File: src/rtl/fft_se2pa_frame.sv
// fft_se2pa_frame
// Serial-to-parallel frame assembler for FFT output bins. Each accepted beat
// carries one complex bin plus its index. Beats are collected into one of two
// ping-pong banks. A beat with s_tlast closes the frame, which is then offered
// on a parallel valid/ready port together with error and saturation status.
//
// Ports
//   clk, rst                : clock, synchronous active-high reset
//   s_tdata/s_tuser/s_tlast : packed complex bin, bin index, end-of-frame marker
//   s_tvalid/s_tready       : input handshake
//   bin_strobe              : one-hot index of the beat accepted last cycle
//   m_real/m_imag           : N_BINS signed samples, bin k at [k*SAMP_W +: SAMP_W]
//   m_valid/m_ready         : frame handshake
//   m_err                   : frame had a duplicate or a missing bin
//   m_sat                   : a field in the frame was clamped
//
// Build option: define FFT_SE2PA_SAT_EN to clamp fields to SAMP_W instead of
// wrapping them. Clamping events set m_sat; otherwise m_sat is tied to 0.
module fft_se2pa_frame #(
  parameter int N_BINS   = 8,
  parameter int IDX_W    = $clog2(N_BINS),
  parameter int IN_W     = 48,
  parameter int FIELD_W  = 24,
  parameter int REAL_LSB = 0,
  parameter int IMAG_LSB = 24,
  parameter int SAMP_W   = 20
) (
  input  logic                       clk,
  input  logic                       rst,
  input  logic [IN_W-1:0]            s_tdata,
  input  logic [IDX_W-1:0]           s_tuser,
  input  logic                       s_tlast,
  input  logic                       s_tvalid,
  output logic                       s_tready,
  output logic [N_BINS-1:0]          bin_strobe,
  output logic [N_BINS*SAMP_W-1:0]   m_real,
  output logic [N_BINS*SAMP_W-1:0]   m_imag,
  output logic                       m_valid,
  input  logic                       m_ready,
  output logic                       m_err,
  output logic                       m_sat
);

`ifdef FFT_SE2PA_SAT_EN
  localparam logic signed [FIELD_W-1:0] SMAX =
    {{(FIELD_W-SAMP_W+1){1'b0}}, {(SAMP_W-1){1'b1}}};
  localparam logic signed [FIELD_W-1:0] SMIN = ~SMAX;

  function automatic logic signed [SAMP_W-1:0] narrow(input logic signed [FIELD_W-1:0] f);
    if (f > SMAX)      return SAMP_W'(SMAX);
    else if (f < SMIN) return SAMP_W'(SMIN);
    else               return SAMP_W'(f);
  endfunction

  function automatic logic clipped(input logic signed [FIELD_W-1:0] f);
    return (f > SMAX) || (f < SMIN);
  endfunction
`else
  function automatic logic signed [SAMP_W-1:0] narrow(input logic signed [FIELD_W-1:0] f);
    return SAMP_W'(f);
  endfunction
`endif

  logic signed [SAMP_W-1:0] re_q [2][N_BINS];
  logic signed [SAMP_W-1:0] im_q [2][N_BINS];
  logic [N_BINS-1:0]        mask_q [2];
  logic [1:0]               dup_q;
  logic [1:0]               err_q;
  logic [1:0]               full_q;
  logic                     w_sel;
  logic                     r_sel;
  logic [N_BINS-1:0]        strobe_p1;
`ifdef FFT_SE2PA_SAT_EN
  logic [1:0]               sat_q;
`endif

  // ---- stage p0: accept, narrow and classify the incoming beat ----
  logic signed [FIELD_W-1:0] re_fld, im_fld;
  logic signed [SAMP_W-1:0]  re_p0, im_p0;
  logic                      vld_p0;
  logic                      rel_p0;
  logic [N_BINS-1:0]         oh_p0;
  logic [N_BINS-1:0]         mask_nxt;
  logic                      dup_nxt;
  logic                      sat_p0;

  assign s_tready = !full_q[w_sel] && !rst;
  assign vld_p0   = s_tvalid && s_tready;
  assign rel_p0   = full_q[r_sel] && m_ready;

  assign re_fld   = s_tdata[REAL_LSB +: FIELD_W];
  assign im_fld   = s_tdata[IMAG_LSB +: FIELD_W];
  assign re_p0    = narrow(re_fld);
  assign im_p0    = narrow(im_fld);
`ifdef FFT_SE2PA_SAT_EN
  assign sat_p0   = clipped(re_fld) || clipped(im_fld);
`else
  assign sat_p0   = 1'b0;
`endif

  assign oh_p0    = N_BINS'(1) << s_tuser;
  assign mask_nxt = mask_q[w_sel] | oh_p0;
  // A second write to an already filled bin marks the frame as corrupt.
  assign dup_nxt  = dup_q[w_sel] || (|(mask_q[w_sel] & oh_p0));

  // ---- stage p1: bank storage, release and frame close ----
  always_ff @(posedge clk) begin
    if (rst) begin
      for (int b = 0; b < 2; b++) begin
        for (int k = 0; k < N_BINS; k++) begin
          re_q[b][k] <= '0;
          im_q[b][k] <= '0;
        end
        mask_q[b] <= '0;
      end
      dup_q     <= '0;
      err_q     <= '0;
      full_q    <= '0;
`ifdef FFT_SE2PA_SAT_EN
      sat_q     <= '0;
`endif
      w_sel     <= 1'b0;
      r_sel     <= 1'b0;
      strobe_p1 <= '0;
    end else begin
      strobe_p1 <= vld_p0 ? oh_p0 : '0;

      // Release scrubs the bank so that bins missing from the next frame
      // written into it read back as zero. The open bank is never full, so
      // release and write always touch different banks.
      if (rel_p0) begin
        for (int k = 0; k < N_BINS; k++) begin
          re_q[r_sel][k] <= '0;
          im_q[r_sel][k] <= '0;
        end
        mask_q[r_sel] <= '0;
        dup_q[r_sel]  <= 1'b0;
        err_q[r_sel]  <= 1'b0;
        full_q[r_sel] <= 1'b0;
`ifdef FFT_SE2PA_SAT_EN
        sat_q[r_sel]  <= 1'b0;
`endif
        r_sel         <= ~r_sel;
      end

      if (vld_p0) begin
        re_q[w_sel][s_tuser] <= re_p0;
        im_q[w_sel][s_tuser] <= im_p0;
        mask_q[w_sel]        <= mask_nxt;
        dup_q[w_sel]         <= dup_nxt;
`ifdef FFT_SE2PA_SAT_EN
        sat_q[w_sel]         <= sat_q[w_sel] || sat_p0;
`endif
        if (s_tlast) begin
          full_q[w_sel] <= 1'b1;
          err_q[w_sel]  <= dup_nxt || (mask_nxt != {N_BINS{1'b1}});
          w_sel         <= ~w_sel;
        end
      end
    end
  end

  // ---- output: parallel view of the read bank ----
  always_comb begin
    m_real = '0;
    m_imag = '0;
    for (int k = 0; k < N_BINS; k++) begin
      m_real[k*SAMP_W +: SAMP_W] = re_q[r_sel][k];
      m_imag[k*SAMP_W +: SAMP_W] = im_q[r_sel][k];
    end
  end

  assign bin_strobe = strobe_p1;
  assign m_valid    = full_q[r_sel];
  assign m_err      = full_q[r_sel] && err_q[r_sel];
`ifdef FFT_SE2PA_SAT_EN
  assign m_sat      = full_q[r_sel] && sat_q[r_sel];
`else
  assign m_sat      = 1'b0;
`endif

endmodule
File: config.mk
export PLATFORM = sky130hd
export DESIGN_NAME = fft_se2pa_frame
export DESIGN_NICKNAME = d
export VERILOG_FILES = /design/src/rtl/fft_se2pa_frame.sv
export SDC_FILE = /design/constraint.sdc
export NUM_CORES = 1
export LEC_CHECK = 0
export BUFFER_PORTS_ARGS = -buffer_cell sky130_fd_sc_hd__buf_2
export CORE_MARGIN = 5
export CORE_UTILIZATION = 29
export CTS_CLUSTER_DIAMETER = 100
export DETAILED_ROUTE_END_ITERATION = 8
export PLACE_DENSITY = 0.54
export RECOVER_POWER = 100
export REMOVE_ABC_BUFFERS = 1
export SLEW_MARGIN = 20
export SYNTH_ARGS = -nofsm -noshare
export SYNTH_HDL_FRONTEND = slang
export SYNTH_SLANG_ARGS = --single-unit
File: constraint.sdc
create_clock -name clk -period 5.2 [get_ports clk]
set_input_delay 0.52 -clock clk [delete_from_list [all_inputs] [get_ports clk]]
set_output_delay 0.52 -clock clk [all_outputs]
set_load 0.05 [all_outputs]
[Word level (Yosys, flattened, before mapping)]
Memory sizes are Yosys's and may differ from the RTL's. A register that Yosys moved wholly into a read port is not among the register bits.
Index checks and enable logic that the tools add are counted.
Word-level totals
  register bits after elaboration: 16
  bits in latches: 0
  memory bits (writable): 656
  ROM bits: 0
  input port bits: 56
  output and inout port bits: 332
  logic and storage cells: 108
  memories kept: 3
Memory list
  im_q: depth 2, bits a word 160, rd ports 1, clocked after Yosys merged registers in 1, write ports 2, RTL line 65  | logic signed [SAMP_W-1:0] im_q [2][N_BINS];
  re_q: depth 2, bits a word 160, rd ports 1, clocked after Yosys merged registers in 1, write ports 2, RTL line 64  | logic signed [SAMP_W-1:0] re_q [2][N_BINS];
  mask_q: depth 2, bits a word 8, rd ports 1, clocked after Yosys merged registers in 1, write ports 2, RTL line 66  | logic [N_BINS-1:0] mask_q [2];
Operators by class
  $add $sub $neg: 0
  multiply operators: 0
  div/mod/pow operators: 0
  order comparisons: 6
  equality and inequality tests: 1
  shifts and indexed selects: 1
  muxes and demuxes: 60
  bitwise gates (word level): 11
  reductions and logical operators: 20
Operators with widths (number)
  160-bit two-way mux: 7
  160-bit OR reduction: 4
  20-bit demux with 3-bit select: 1
  1-bit two-way mux: 34
  8-bit OR reduction: 3
  2-bit two-way mux: 11
  20-bit two-way mux: 1
  8-bit two-way mux: 2
  8-bit AND: 1
  8-bit != test, second input constant: 1
  8-bit OR: 1
  1-bit by 3-bit left shift with 8-bit output, first input constant: 1
  1-bit logical AND: 7
  2-bit AND: 3
  2-bit bitwise mux: 2
  4-bit greater-or-equal comparator, second input constant: 1
  1-bit by 2-bit < comparator with 1-bit output, second input constant: 2
  4-bit by 1-bit < comparator with 1-bit output, second input constant: 1
  3-bit inverter with 4-bit output: 1
  1-bit inverter: 3
  1-bit demux with 1-bit select: 2
  1-bit greater-or-equal comparator, second input constant: 2
  1-bit logical NOT: 2
  1-bit logical OR: 2
  4 further kinds: 4

[Depth between registers and ports, before layout]
Gate-level depths: netlist of the first run.
  word-level depth: 11
  mapped depth: 6
  gate-level depth less buffers: 4

[Worst setup path before layout of the first run]
Ideal clock, no wire load.
  path kind: input to register
  start: input port rst
  end: memory im_q[1][0] in the netlist's numbering, enable pin
  library setup time: 493 ps
  arrival time: 4225 ps
  required time: 4707 ps
  path slack: 482 ps
  cell stages on the path: 5
  path buffers: 2
  cells stage by stage: nand2b_4 -> or3b_4 -> buf_12 -> buf_6 -> o21ai_0
RTL lines
  start, declared: RTL line 29  | input logic rst,
  end, declared: RTL line 65

==> impl_metrics.json, run 1 <==
{
  "die_area_sq_um": 108700,
  "reg2reg_from": "w_sel$_SDFFE_PP0P_",
  "hold_buffers": 0,
  "finalNetCount": 2332,
  "worst-r2r-cell-count": 3,
  "drt_iter0_drc": 1352,
  "maxClockFrequency_mhz": 240.0,
  "violations": "capacitance limit, slew limit",
  "end_kind": "flop",
  "floorplan.initialDensity_pct": 29.17,
  "critPathMaxFanout": 27,
  "drive_gt1_share_pct": 23.37,
  "dp_hpwl_mm": 55.64,
  "min_period_over_period_pct": 80.11,
  "drt_pre_antenna_iters": 5,
  "finalClockSkew_ns": 0.03444,
  "report.final.hold_viol_count": 0,
  "clockBufferDepth": 3,
  "ys_seq_area_share_pct": 67.69,
  "max_slew_margin_pct": -51.52,
  "result_of_the_run": "complete, but fails checks",
  "areaGrowthSynthToFinish_pct": 17.59,
  "cts_tree": "yes",
  "yosysUniqueCellTypes": 42,
  "number_of_global_route_vias_before_repair": 17490,
  "start_kind": "flop",
  "timing.reg2reg.setup_slack_ns": 1.03,
  "cts_sinks": 674,
  "num_vias": 16680,
  "finalCoreUtilization_pct": 34.30,
  "fp.coreArea_sq_um": 101600,
  "gp_congestion": 0.7643,
  "grt_antenna_before_repair": 10,
  "holdCritPathClass": "in2reg",
  "route.detailed.drc": 0,
  "setup_viol_count_final": 0,
  "numPlacedInstances": 3564,
  "min_from": "m_ready",
  "worstReg2RegEnd": "im_q[1][79]$_SDFFCE_PN0P_",
  "postCtsSetupRepairBufs": 0,
  "timing.final.crit_period_ns": 4.166,
  "tightest_slew_ns": 2.273,
  "power_mw": 13.53,
  "routed_via_density": 4.495,
  "die_x_um": 329.7,
  "port-buffer-count": 378,
  "wirelength_per_cell_um": 23.66,
  "aggregate_global_routing_overflow": 0,
  "numCtsBuffers": 78,
  "clock_tree.root_cell": "sky130_fd_sc_hd__clkbuf_16",
  "io_pins": 388,
  "avgSynthCellArea_sq_um": 15.35,
  "timing_worst_setup_path_type": "reg2reg",
  "ys_ff_latch": 674,
  "clk_pin_slew_worst_paths_ns": 0.06,
  "worst_ep_required_time_ns": 5.51,
  "number_of_pins_with_negative_max_slew_slack_in_the_final_report": 522,
  "die-height_um": 329.7,
  "rsz_0062_raised_after_global_routing": "no",
  "cap_violations": 19,
  "synthesis.area_sq_um": 29630,
  "grt_pass1_wl_mm": 122.5,
  "route.antenna.remaining_nets": 0,
  "drt-total-wl_mm": 87.79,
  "irDropWorstVdd_mv": 0.1919,
  "yosys_warnings": 0,
  "hold_slack_ns": 0.2360,
  "holdPathStages": 3,
  "ctsResizeCount": 0,
  "grtUsageTotal_pct": 15.73,
  "clk-insertion-delay-late_ns": 0.64,
  "power.density_cell_area_nw_per_um2": 388.2,
  "grt_max_degree": 81,
  "post_synth_inst_count": 1931,
  "number_of_non_filler_instances_in_the_completed_layout": 3711,
  "htree_levels": 3,
  "power.leakage_nw": 12.74,
  "placementRows": 117,
  "final.setup.tns_ns": 0,
  "cp.arrival_ns": 4.47
}
[layer usage]
layer	part of all wire [%]	vias up	global-route usage [%]
met5	0	-	0
met3	6.7	111	3.403
li1	-	7542	-
met1	43	8480	20.90
met4	2.4	0	4.333
met2	48	547	26.15
[metrics by stage]
step	worst slack (ns)	area, sq um
floorplan	-3.883	28680
global placement	1.879	32820
detailed placement	1.837	32840
CTS	1.771	35370
global route	0.8591	34830
finish	1.034	34850
[flip-flops by register name, indices dropped and copies added, names as in the netlist, named ones only]
| register | flops |
|---|---|
| im_q | 320 |
| re_q | 320 |
| mask_q | 16 |
| bin_strobe | 8 |
| dup_q | 2 |
| err_q | 2 |
| full_q | 2 |
| r_sel | 1 |
| w_sel | 1 |
[critical path, cell delays in order, from the launching register on]
cell	delay (ns)
sky130_fd_sc_hd__dfxtp_1	0.48
sky130_fd_sc_hd__or3b_1	1.22
sky130_fd_sc_hd__o21ai_2	1.57
sky130_fd_sc_hd__buf_4	0.49
[worst max-delay path by stage]
stage,from,endpoint,cells after the start
6_report,w_sel$_SDFFE_PP0P_,im_q[1][79]$_SDFFCE_PN0P_,3
5_1_grt,w_sel$_SDFFE_PP0P_,re_q[1][68]$_SDFFCE_PN0P_,3
4_1_cts,flop,m_real[53],3
3_5_place_dp,rst,im_q[0][93]$_SDFFCE_PN0P_,5
3_3_place_gp,rst,im_q[0][139]$_SDFFCE_PN0P_,5
2_1_floorplan,flop,m_imag[0],1
[layout make-up]
type,instances,area [sq um]
fill,9971,66750
sequential,674,20060
multi-input combinational,1098,8657
clock buffer,96,2092
timing repair buffer,420,1851
tap,1368,1712
clock inverter,44,444.2
antenna,7,17.52
inverter,4,15.01
[power by group]
group          internal, mW  total (mW)  switching [mW]  leakage [nW]
registers              6.24        6.32          0.0795          6.96
clock network          3.25        5.45            2.19          1.24
logic                 0.359        1.77            1.41          4.54
[synth_stat cells, drive strengths merged]
cell type  number  area [sq um]
o32ai           2         17.52
nor2           48         360.3
edfxtp        656         19700
nand2           7         26.28
conb            1         3.750
nor4            2         12.51
and3b           3         26.28
a22oi           2         15.01
inv             4         15.01
a21oi           3         15.01
o2111a          1         11.26
mux4            2         45.04
a31oi           4         25.02
o22ai           2         12.51
nor3b           3         22.52
nand3           4         20.02
nand2b          1         13.76
o21ai          18         93.84
or2             1         6.260
dfxtp          18         360.4
or3             3         18.77
mux2          329          3705
or3b            1         11.26
and2          643          4023
nor3            4         20.02
a21o            4         30.03
nor4b           1         8.760
a221oi          1         8.760
buf            79         638.1
and3            1         6.260
clkbuf         76         320.3
nor2b           7         43.79
[layout by cell type, fill, tap and decap left out, types with 15 or more instances in the layout]
cell / synthesis / routed
sky130_fd_sc_hd__buf_4: 2 / 15
sky130_fd_sc_hd__nor2_1: 32 / 38
sky130_fd_sc_hd__edfxtp_1: 656 / 656
sky130_fd_sc_hd__and2_1: 643 / 408
sky130_fd_sc_hd__clkbuf_1: 48 / 280
sky130_fd_sc_hd__and2_0: 0 / 235
sky130_fd_sc_hd__clkinv_1: 0 / 18
sky130_fd_sc_hd__mux2_1: 0 / 71
sky130_fd_sc_hd__dfxtp_1: 18 / 17
sky130_fd_sc_hd__clkbuf_16: 0 / 80
sky130_fd_sc_hd__buf_2: 38 / 126
sky130_fd_sc_hd__mux2_2: 329 / 258
[cells by family after synthesis]
kind of cell / share of synthesized area, %
and+or+nand+nor: 15.59
DFF: 67.69
muxes: 12.65
buffers and inverters: 3.285
AOI/OAI and AO/OA: 0.7726
other: 0.01265
Power figures use the tool's default switching activity.
==> inputs of run 2 (changes only) <==
==> constraint.sdc (replaced) <==
create_clock -name clk -period 4.3 [get_ports clk]
set_input_delay 0.43 -clock clk [delete_from_list [all_inputs] [get_ports clk]]
set_output_delay 0.43 -clock clk [all_outputs]
set_load 0.05 [all_outputs]
==> impl_metrics.json, run 2 (synthesis gave the netlist of run 1 again) <==
{
  "numCtsBuffers": 79,
  "min_from": "m_ready",
  "worst-r2r-cell-count": 3,
  "finalClockSkew_ns": 0.02333,
  "global_route_met3_usage_pct": 2.935,
  "min_period_over_period_pct": 82.63,
  "cap_violations": 17,
  "most-common-layout-cells": "656 x sky130_fd_sc_hd__edfxtp_1, 385 x sky130_fd_sc_hd__and2_1, 258 x sky130_fd_sc_hd__and2_0",
  "tightest_slew_ns": 2.480,
  "timing.final.crit_period_ns": 3.553,
  "layout.cells.most_common": "sky130_fd_sc_hd__edfxtp_1",
  "io_pins": 388,
  "finalNetCount": 2336,
  "finalCoreUtilization_pct": 34.28,
  "hold-path-endpoint": "r_sel$_SDFFE_PP0N_",
  "worstReg2RegEnd": "re_q[1][141]$_SDFFCE_PN0P_",
  "most_utilized_layer_in_the_global_route_result": "met2",
  "crit_path_max_delay_cell_type": "sky130_fd_sc_hd__nor2_2",
  "dp_hpwl_mm": 54.10,
  "violations": "capacitance limit, slew limit",
  "clk_pin_slew_worst_paths_ns": 0.06,
  "clockBufferDepth": 3,
  "hold_buffers": 0,
  "result_of_the_run": "complete, but fails checks",
  "number_of_non_filler_instances_in_the_completed_layout": 3718,
  "timing.reg2reg.setup_slack_ns": 0.75,
  "power.density_cell_area_nw_per_um2": 467.0,
  "setup_viol_count_final": 0,
  "number_of_pins_with_negative_max_slew_slack_in_the_final_report": 625,
  "clk-insertion-delay-late_ns": 0.63,
  "final_area_sq_um": 34820,
  "holdCritPathClass": "in2reg",
  "start_kind": "flop",
  "registers_with_the_highest_flip_flop_counts": "im_q: 320 flops, re_q: 320 flops, mask_q: 16 flops",
  "critPathMaxFanout": 40,
  "drt_iter0_drc": 1249,
  "wirelength_per_cell_um": 23.09,
  "die-height_um": 329.7,
  "cts_sinks": 674,
  "hold_slack_ns": 0.1271,
  "rsz_0062_raised_after_global_routing": "no",
  "reg2reg_from": "w_sel$_SDFFE_PP0P_",
  "routed_via_density": 4.467,
  "clock_tree.root_cell": "sky130_fd_sc_hd__clkbuf_16",
  "crit_path_cell_trace": "or3b_4 -> nor2_2 -> and2_1",
  "port-buffer-count": 378,
  "maxClockFrequency_mhz": 281.5,
  "timing_worst_setup_path_type": "reg2reg",
  "route.detailed.drc": 0,
  "fp.coreArea_sq_um": 101600,
  "cts_tree": "yes",
  "die_area_sq_um": 108700,
  "ctsResizeCount": 0,
  "placementRows": 117,
  "holdPathStages": 3,
  "worst_ep_required_time_ns": 4.77,
  "drive_gt1_share_pct": 24.51,
  "power.leakage_nw": 12.70,
  "drt-total-wl_mm": 85.83,
  "grt_antenna_before_repair": 10,
  "end_kind": "flop",
  "use_met2_pct": 25.09,
  "fillerInstances": 10021,
  "worst_path_max_stage_delay_ns": 1.91,
  "cp.arrival_ns": 4.02,
  "max_slew_margin_pct": -65.48,
  "placed_area_sq_um": 32910,
  "gp_congestion": 0.7635,
  "number_of_global_route_vias_before_repair": 17203,
  "grt_max_degree": 67,
  "drt_pre_antenna_iters": 5,
  "irDropWorstVdd_mv": 0.2912,
  "postCtsSetupRepairBufs": 0,
  "floorplan.initialDensity_pct": 29.17,
  "num_vias": 16608,
  "grt_pass1_wl_mm": 121.1,
  "grtUsageTotal_pct": 15.47,
  "route.antenna.remaining_nets": 0,
  "report.final.hold_viol_count": 0,
  "numPlacedInstances": 3567,
  "grt_util_met1_pct": 21.54,
  "aggregate_global_routing_overflow": 0,
  "areaGrowthSynthToFinish_pct": 17.50,
  "die_x_um": 329.7,
  "htree_levels": 3
}
## run 2: worst max-delay path, delay by kind of cell (launching register included)
| family | cells | cell delay (ns) |
|---|---|---|
| simple gates | 3 | 2.86 |
| flops | 1 | 0.48 |
## run 2: routing by layer
layer / wire length [um] / part of all wire, %
met5: 0 / 0
met4: 1715 / 2.0
met3: 5621 / 6.5
met1: 38320 / 45
met2: 40170 / 47
## run 2: how the worst max path moves through the flow
stage                                             to  cells after the start                from
after floorplan                            m_imag[0]                      1                flop
after global placement    re_q[0][121]$_SDFFCE_PN0P_                      5                 rst
after detailed placement  im_q[1][116]$_SDFFCE_PN0P_                      5                 rst
after CTS                                 m_imag[20]                      3                flop
after global routing                     m_real[111]                      3                flop
final                     re_q[1][141]$_SDFFCE_PN0P_                      3  w_sel$_SDFFE_PP0P_
## run 2: power by group
part | internal, mW | switching, mW
logic | 0.439 | 1.70
clock network | 3.82 | 2.67
registers | 7.54 | 0.0915
total | 11.8 | 4.46
## run 2: final cells by class
class,count,area [sq um],share of cell area (%)
Antenna cell,8,20.02,0.05749
Clock buffer,96,2083,5.983
Multi-Input combinational cell,1098,8620,24.75
Timing Repair Buffer,423,1891,5.429
Tap cell,1368,1712,4.915
Inverter,4,15.01,0.04312
Sequential cell,674,20060,57.61
Clock inverter,47,421.7,1.211
## run 2: per-stage QoR
step / power [mW] / setup slack [ns] / setup TNS [ns]
final: 16.26 / 0.7470 / 0
after global routing: 16.85 / 0.5983 / 0
after CTS: 16.57 / 1.138 / 0
after detailed placement: 10.03 / 1.254 / 0
after global placement: 9.998 / 1.308 / 0
after floorplan: 9.331 / -4.693 / -1729.66
==> inputs of run 3 (changes only) <==
==> constraint.sdc (replaced) <==
create_clock -name clk -period 3.55 [get_ports clk]
set_input_delay 0.355 -clock clk [delete_from_list [all_inputs] [get_ports clk]]
set_output_delay 0.355 -clock clk [all_outputs]
set_load 0.05 [all_outputs]
==> impl_metrics.json, run 3 (synthesis gave the netlist of run 1 again) <==
{
  "drt_iter0_drc": 1189,
  "result_of_the_run": "complete, but fails checks",
  "grt_max_degree": 61,
  "start_kind": "flop",
  "dp_hpwl_mm": 56.66,
  "wl_met2_mm": 42.53,
  "number_of_non_filler_instances_in_the_completed_layout": 3734,
  "fp.coreArea_sq_um": 101600,
  "critPathBufInv": 1,
  "drt-total-wl_mm": 88.60,
  "placementRows": 117,
  "areaGrowthSynthToFinish_pct": 18.10,
  "io_pins": 388,
  "wirelength_met1_mm": 39.17,
  "finalWorstSetupSlack_ns": 0.3605,
  "finalClockSkew_ns": 0.03007,
  "power.density_cell_area_nw_per_um2": 560.3,
  "area_occupied_by_multi_input_gates_sq_um": 8559,
  "cap_violations": 9,
  "route.antenna.remaining_nets": 0,
  "timing.final.crit_period_ns": 3.189,
  "die_area_sq_um": 108700,
  "drive_gt1_share_pct": 27.43,
  "clockBufferDepth": 3,
  "clk_pin_slew_worst_paths_ns": 0.06,
  "ff_latch_area_sq_um": 20060,
  "tightest_slew_ns": 1.685,
  "place_worst_setup_slack_ns": 0.7487,
  "grtUsageTotal_pct": 15.90,
  "power_mw": 19.61,
  "end_kind": "flop",
  "cts_tree": "yes",
  "die-height_um": 329.7,
  "violations": "capacitance limit, slew limit",
  "postCtsSetupRepairBufs": 0,
  "number_of_global_route_vias_before_repair": 17367,
  "grt_antenna_before_repair": 9,
  "htree_levels": 3,
  "largest_delay_share_family_worst_path": "buffers and inverters",
  "grt_pass1_wl_mm": 123.4,
  "layout.cells.most_common": "sky130_fd_sc_hd__edfxtp_1",
  "power.leakage_nw": 13.01,
  "clock_tree.root_cell": "sky130_fd_sc_hd__clkbuf_16",
  "num_vias": 16620,
  "route.detailed.drc": 0,
  "port-buffer-count": 378,
  "finalNetCount": 2353,
  "placed_area_sq_um": 33190,
  "crit_path_max_delay_cell_type": "sky130_fd_sc_hd__clkbuf_1",
  "drt_pre_antenna_iters": 5,
  "floorplan.initialDensity_pct": 29.17,
  "numPlacedInstances": 3584,
  "crit_path_cell_trace": "or3_2 -> o21ai_4 -> clkbuf_1",
  "most-common-layout-cells": "656 x sky130_fd_sc_hd__edfxtp_1, 399 x sky130_fd_sc_hd__and2_1, 256 x sky130_fd_sc_hd__mux2_2",
  "irDropWorstVdd_mv": 0.3690,
  "worst_path_max_stage_delay_ns": 1.21,
  "wirelength_per_cell_um": 23.73,
  "min_period_over_period_pct": 89.84,
  "timing_worst_setup_path_type": "reg2reg",
  "die_x_um": 329.7,
  "holdCritPathClass": "in2reg",
  "rsz_0062_raised_after_global_routing": "no",
  "setup_viol_count_final": 0,
  "met3_wirelength_mm": 5.200,
  "numCtsBuffers": 79,
  "maxClockFrequency_mhz": 313.5,
  "cts_sinks": 674,
  "clk-insertion-delay-late_ns": 0.65,
  "critPathMaxFanout": 27,
  "max_slew_margin_pct": -12.30,
  "maxUsedRoutingLayer": "met4",
  "finalCoreUtilization_pct": 34.45,
  "ctsResizeCount": 0,
  "final_area_sq_um": 35000,
  "routed_via_density": 4.451,
  "hold_buffers": 0,
  "registers_with_the_highest_flip_flop_counts": "im_q: 320 flops, re_q: 320 flops, mask_q: 16 flops",
  "number_of_pins_with_negative_max_slew_slack_in_the_final_report": 278,
  "fillerInstances": 9906,
  "report.final.hold_viol_count": 0,
  "gp_congestion": 0.7546,
  "worst_ep_required_time_ns": 3.78,
  "aggregate_global_routing_overflow": 0,
  "cp.arrival_ns": 3.42
}
## run 3: cell count changes in the layout (fill, tap and decap cells not counted), moves of 6 or more
cell / before / now
sky130_fd_sc_hd__clkbuf_1: 252 / 197
sky130_fd_sc_hd__clkbuf_2: 18 / 72
sky130_fd_sc_hd__mux2_1: 88 / 73
sky130_fd_sc_hd__mux2_2: 241 / 256
sky130_fd_sc_hd__and2_0: 258 / 244
sky130_fd_sc_hd__and2_1: 385 / 399
sky130_fd_sc_hd__buf_2: 160 / 173
sky130_fd_sc_hd__buf_12: 4 / 12
sky130_fd_sc_hd__o21ai_4: 11 / 4
sky130_fd_sc_hd__clkinv_2: 18 / 12
## run 3: stage by stage
stage | TNS [ns] | hold WS (ns)
floorplan | -2326.52 | 0.4358
global placement | 0 | 0.4502
detailed placement | 0 | 0.4635
CTS | 0 | 0.005713
global route | 0 | 0.05703
finish | 0 | 0.05658
## run 3: layer usage
layer / GRT usage [%] / vias up
met5: 0 / -
met4: 4.101 / 0
met3: 3.163 / 98
met2: 26.35 / 499
met1: 21.49 / 8439
li1: - / 7584
## run 3: area by class of cell
cell class                 instances  share of cell area (%)
sequential                       674                   57.33
multi-input combinational       1098                   24.46
timing repair buffer             440                   6.174
clock buffer                      98                   6.035
tap                             1368                   4.891
clock inverter                    45                   1.022
antenna                            7                 0.05005
inverter                           4                 0.04290
## run 3: path summary, 6_finish.rpt
path / slack [ns] / to / cells past startpoint / startpoint
hold / removal: 0.06 / r_sel$_SDFFE_PP0N_ / 3 / m_ready
setup / recovery: 0.36 / im_q[0][19]$_SDFFCE_PN0P_ / 3 / w_sel$_SDFFE_PP0P_
hold reg to reg: 0.48 / dup_q[0]$_SDFF_PP0_ / 2 / dup_q[0]$_SDFF_PP0_
setup reg to reg: 0.36 / im_q[0][19]$_SDFFCE_PN0P_ / 3 / w_sel$_SDFFE_PP0P_
## run 3: tightest hold or removal path, cell delays in order
cell and delay [ns]:
sky130_fd_sc_hd__buf_2 0.12, sky130_fd_sc_hd__a21oi_1 0.09, sky130_fd_sc_hd__nor2b_1 0.11
## run 3: power breakdown
part / total [mW] / switching, mW / internal (mW)
combinational: 2.63 / 2.06 / 0.565
sequential: 9.24 / 0.109 / 9.13
clock: 7.74 / 3.26 / 4.47
